<file path="config.mk">
export PLATFORM = sky130hd
export DESIGN_NAME = hazard_ctrl
export DESIGN_NICKNAME = d
export VERILOG_FILES = /design/src/rtl/hazard_ctrl.sv
export SDC_FILE = /design/constraint.sdc
export NUM_CORES = 1
export LEC_CHECK = 0
export ABC_CLOCK_PERIOD_IN_PS = 3410
export CORE_MARGIN = 3
export CORE_UTILIZATION = 45
export DETAILED_ROUTE_END_ITERATION = 16
export PLACE_DENSITY = 0.83
export RECOVER_POWER = 50
export SLEW_MARGIN = 15
export SYNTH_ARGS = -nofsm -noshare
export SYNTH_HDL_FRONTEND = slang
export SYNTH_SLANG_ARGS = --single-unit
export TNS_END_PERCENT = 50
</file>
<file path="constraint.sdc">
create_clock -name clk -period 3.41 [get_ports clk]
set_input_delay 0.5115 -clock clk [delete_from_list [all_inputs] [get_ports clk]]
set_output_delay 0.5115 -clock clk [all_outputs]
set_load 0.02 [all_outputs]
</file>
<file path="src/rtl/hazard_ctrl.sv">
// hazard_ctrl: pipeline interlock. It tracks destination/Tnew per stage and raises stall on RAW hazards.
// Optional MDU busy interlock enabled by defining HAZARD_MDU_STALL_EN.
`default_nettype none

module hazard_ctrl (
    input  logic       clk,
    input  logic       reset,
    input  logic [4:0] A1D,
    input  logic [4:0] A2D,
    input  logic [1:0] TuseRsD,
    input  logic [1:0] TuseRtD,
    input  logic [4:0] A3D,
    input  logic [1:0] TnewD,
    input  logic       mdD,
    input  logic [1:0] mdOpD,
    output logic       stall,
    output logic [4:0] A3E,
    output logic [4:0] A3M,
    output logic [4:0] A3W,
    output logic       md_busy
);

    logic [4:0] a3E_q, a3E_d, a3M_q, a3M_d, a3W_q, a3W_d;
    logic [1:0] tnewE_q, tnewE_d, tnewM_q, tnewM_d;
    logic       rs_stall, rt_stall, md_stall;

    // The nearest stage owning the register decides; W has always produced its result.
    function automatic logic src_stall(input logic [4:0] a, input logic [1:0] tuse,
                                       input logic [4:0] ae, input logic [1:0] te,
                                       input logic [4:0] am, input logic [1:0] tm);
        logic s;
        s = 1'b0;
        if (tuse != 2'd3 && a != 5'd0) begin
            if (a == ae)
                s = (te > tuse);
            else if (a == am)
                s = (tm > tuse);
        end
        return s;
    endfunction

    always_comb begin
        rs_stall = src_stall(A1D, TuseRsD, a3E_q, tnewE_q, a3M_q, tnewM_q);
        rt_stall = src_stall(A2D, TuseRtD, a3E_q, tnewE_q, a3M_q, tnewM_q);
        stall    = rs_stall | rt_stall | md_stall;
    end

    always_comb begin
        a3E_d   = stall ? 5'd0 : A3D;
        tnewE_d = stall ? 2'd0 : TnewD;
        a3M_d   = a3E_q;
        tnewM_d = (tnewE_q == 2'd0) ? 2'd0 : tnewE_q - 2'd1;
        a3W_d   = a3M_q;
    end

    always_ff @(posedge clk or posedge reset) begin
        if (reset) begin
            a3E_q   <= 5'd0;
            tnewE_q <= 2'd0;
            a3M_q   <= 5'd0;
            tnewM_q <= 2'd0;
            a3W_q   <= 5'd0;
        end else begin
            a3E_q   <= a3E_d;
            tnewE_q <= tnewE_d;
            a3M_q   <= a3M_d;
            tnewM_q <= tnewM_d;
            a3W_q   <= a3W_d;
        end
    end

`ifdef HAZARD_MDU_STALL_EN
    logic [3:0] mdCnt_q, mdCnt_d;

    // A new mult/div is only accepted on an unstalled edge; reserved op 3 behaves like none.
    always_comb begin
        mdCnt_d = (mdCnt_q != 4'd0) ? mdCnt_q - 4'd1 : 4'd0;
        if (!stall) begin
            if (mdOpD == 2'd1)
                mdCnt_d = 4'd5;
            else if (mdOpD == 2'd2)
                mdCnt_d = 4'd10;
        end
    end

    always_ff @(posedge clk or posedge reset) begin
        if (reset)
            mdCnt_q <= 4'd0;
        else
            mdCnt_q <= mdCnt_d;
    end

    assign md_busy  = (mdCnt_q != 4'd0);
    assign md_stall = mdD & md_busy;
`else
    logic md_unused;
    assign md_unused = ^{mdD, mdOpD};
    assign md_busy   = 1'b0;
    assign md_stall  = 1'b0;
`endif

    assign A3E = a3E_q;
    assign A3M = a3M_q;
    assign A3W = a3W_q;

endmodule

`default_nettype wire
</file>
==> reports/results.env <==
RUN_STATUS='complete, no violations'
SETUP_VIOLATIONS=0
FINAL-MAX-SLEW-VIOLATION-COUNT=0
SYNTH_TOP_AREA_SHARE_PCT=44.8
FP.DIEW_UM=54.6
CRITPATHLAUNCH='TuseRtD[1]'
DETAILED_ROUTER_ITERATION_COUNT_BEFORE_ANTENNA_REPAIR=4
CLKLATENCYLATEPIN_NS=0.30
DP.FINAL_HPWL_UM=2150
DETAIL_ROUTE.WIRELENGTH_UM=2650
SYNTH.FF_LATCH_COUNT=19
AVGVIACOUNTPERCELL=5.36
YOSYS.CELL_COUNT.TOP_TYPE='sky130_fd_sc_hd__dfrtp_1'
SETUP_REPAIR_AFTER_GLOBAL_ROUTING_MISSED_ITS_MARGIN='false'
PERIOD_NEEDED_NS=2.99
HOLDPATHEND='tnewM_q[0]'
SYNTH.AVG_CELL_AREA_UM2=10.7
R2R_CELLS=6
CP_NUM_BUF_INV=3
SETUP_TOTAL_NEGATIVE_SLACK_NS=0
GP_CONGESTION=0.722
VIAS=905
UTILIZATION_PCT=72.2
FINAL.FILL_COUNT=166
WORST_SLEW_PIN_SLEW_NS=0.775
GLOBAL_ROUTE_WIRE_LENGTH_BEFORE_REPAIR_UM=4400
SYNTH_ASYNC_RESET_RATIO_PCT=100
CTS_BUFFER_DEPTH=2
FINAL_SETUP_SLACK_OF_THE_WORST_PATH_NS=0.423
IO_PINS=43
CRIT-REG2REG-CAPTURE='tnewE_q[1]'
TRITONCTS='built'
DRC=0
POSTROUTEANTENNANETS=0
CLOCK-SINKS=19
CRITICAL_PATH.TOP_DELAY_FAMILY='buffers and inverters'
YS.FLOP_TYPE='sky130_fd_sc_hd__dfrtp_1'
NUMBER_OF_VIOLATIONS_OF_THE_MAX_CAPACITANCE_LIMIT=0
INITIAL_UTILIZATION_PCT=50.5
FLOORPLAN.DIE_AREA_MM2=0.00298
COMMONEST_CELLS_POST_SYNTH='sky130_fd_sc_hd__dfrtp_1 (19), sky130_fd_sc_hd__inv_1 (16), sky130_fd_sc_hd__xnor2_1 (12)'
AREA_OF_COMBINATIONAL_CELLS_WITH_MULTIPLE_INPUTS_UM2=524
CELLLEAKAGEPOWER_nW=0.680
CRITICAL_PATH_PEAK_FANOUT=8
HOLD_CLASS='reg2reg'
GRT_UTIL_ALL_LAYERS_PCT=21.5
VDD.IR_DROP.WORST_uV=297
WIRE_PER_INST_UM=15.7
DIE_Y_UM=54.6
DRT-INITIAL-DRC-COUNT=9
HP-START='tnewE_q[0]'
WORST-ENDPOINT-ARRIVAL_NS=2.48
DP.CELLS=165
TIMING.FMAX_GHz=0.335
PLACEMENT.SETUP.WORST_SLACK_NS=0.0338
WORST_REG_TO_REG_SETUP_SLACK_NS=1.49
POST_LAYOUT_NONFILLER_INSTANCES=169
FIN_WORST_SKEW_NS=0.00765
CRITICAL-PATH-MAX-STAGE-DELAY_NS=0.49
CLK_PIN_SLEW_WORST_PATHS_NS=0.11
SYN_INST=99
SITE_ROW_COUNT=16
HOLD_CRITICAL_PATH_DEPTH=1
CTS_BUF_COUNT=3
GRT_REMAINING_OVERFLOW=0
SYNTH_AREA_LEADERS='sky130_fd_sc_hd__dfrtp_1 (45%), sky130_fd_sc_hd__xnor2_1 (9.9%), sky130_fd_sc_hd__ha_1 (9.4%)'
DESIGN.FINAL.NETS=177
AREA.GROWTH.SYNTH_TO_FINAL_PCT=43.0
WORST_PATH_REQUIRED_NS=2.90
SYNTHESIZED_NETS=133
ROOT_BUFFER='sky130_fd_sc_hd__clkbuf_4'
WORSTPATHCELLLIST='clkdlybuf4s50_1, inv_1, ha_1, nand2_1, nand4_1, nor4_2, mux2_4, a22o_2, dlymetal6s2s_1'
CELLPOWERDENSITY_mW_PER_MM2=354
CORE-AREA_MM2=0.00210
YOSYSSEQAREASHARE_PCT=44.8
CP-START-KIND='input pin'
INSERTED_DIODES=0
SETUP.WORST_PATH.END_CLASS='output port'
GRT_PASS1_VIAS=966
REPORT.POWER.TOTAL_mW=0.537
NUMPORTBUFFERS=38
SYNTH_TOP_AREA_CELL='sky130_fd_sc_hd__dfrtp_1'
REGTOREGSTARTPOINT='A3E[1]'
SYNTHESIS.YOSYS.WARNINGS=0
SEQ_AREA_UM2=475
FIN_CRIT_SH_PCT=87.6
GRT_START_MAX_NET_PINS=20
SETUP.WORST_PATH.CLASS='in2out'
ANTENNA_FOUND_INITIAL=0
CRITPATHSLOWESTCELL='sky130_fd_sc_hd__clkdlybuf4s50_1'
SYNTH_EDF_COUNT=0
REPORT.FINAL.HOLD_VIOL_COUNT=0
SLEW_HEADROOM_PCT=48.3
YS_TYPES=22
DRIVE_GT1_SHARE_PCT=7.75
SYN_AREA_MM2=0.00106
CTS-HTREE-LEVELS=1
layer usage:
layer  GRT usage [%]  wire (um)  vias to the layer above
li1                -          -                      424
met1            24.4       1030                      437
met2            40.6       1400                       37
met3            3.81        175                        7
met4            6.22         45                        0
met5               0          0                        -
cells by family after synthesis:
logic type	synth area share, %
compound gates	11.0
xor+xnor	16.5
fa+ha+maj	9.43
buf+inv	6.37
flops	44.8
mux	2.83
other cells	0.353
simple gates	8.73
worst max path at each step:
stage	cells after the start	slack (ns)	end
final	9	0.42	stall
after global routing	9	0.33	stall
after CTS	9	0.03	stall
after detailed placement	9	0.03	stall
after global placement	9	0.12	stall
after floorplan	7	1.24	stall
report_power, final:
group	total, mW	internal, mW	switching, mW
clock network	0.116	0.0455	0.0700
logic	0.161	0.0836	0.0774
registers	0.260	0.242	0.0179
total	0.537	0.371	0.165
timing repair:
| item | 4_1_cts | 5_1_grt |
|---|---|---|
| endpoints found under the setup margin | 0 | 1 |
| buffers inserted | 0 | 0 |
| hold buffers | 0 | 0 |
| hold endpoints to repair | 0 | 0 |
| resized for setup | 0 | 2 |
state kept, by name, summed over array words and instances (netlist names):
register,count
A3E,5
A3W,5
A3M,5
tnewE_q,2
tnewM_q,2
through the flow:
stage          area [um2]  hold slack, ns
3_3_place_gp         1480           0.438
2_1_floorplan        1060           0.417
6_report             1520           0.462
5_1_grt              1520           0.490
4_1_cts              1510           0.470
3_5_place_dp         1480           0.454
cells in the final DEF (no fill, tap or decap), drive strengths merged, types with 4 or more instances in the layout:
master	instances
dfrtp	19
a221oi	7
clkdlybuf4s50	36
clkbuf	4
a21oi	6
ha	8
xor2	8
nor3	4
inv	16
xnor2	12
layout make-up:
class                           count  share of cell area (%)
Clock buffer                        4                    1.73
Inverter                           16                    3.96
Multi-Input combinational cell     63                    34.5
Sequential cell                    19                    31.3
Tap cell                           27                    2.23
Timing Repair Buffer               40                    26.2
Power figures use the tool's default switching activity.
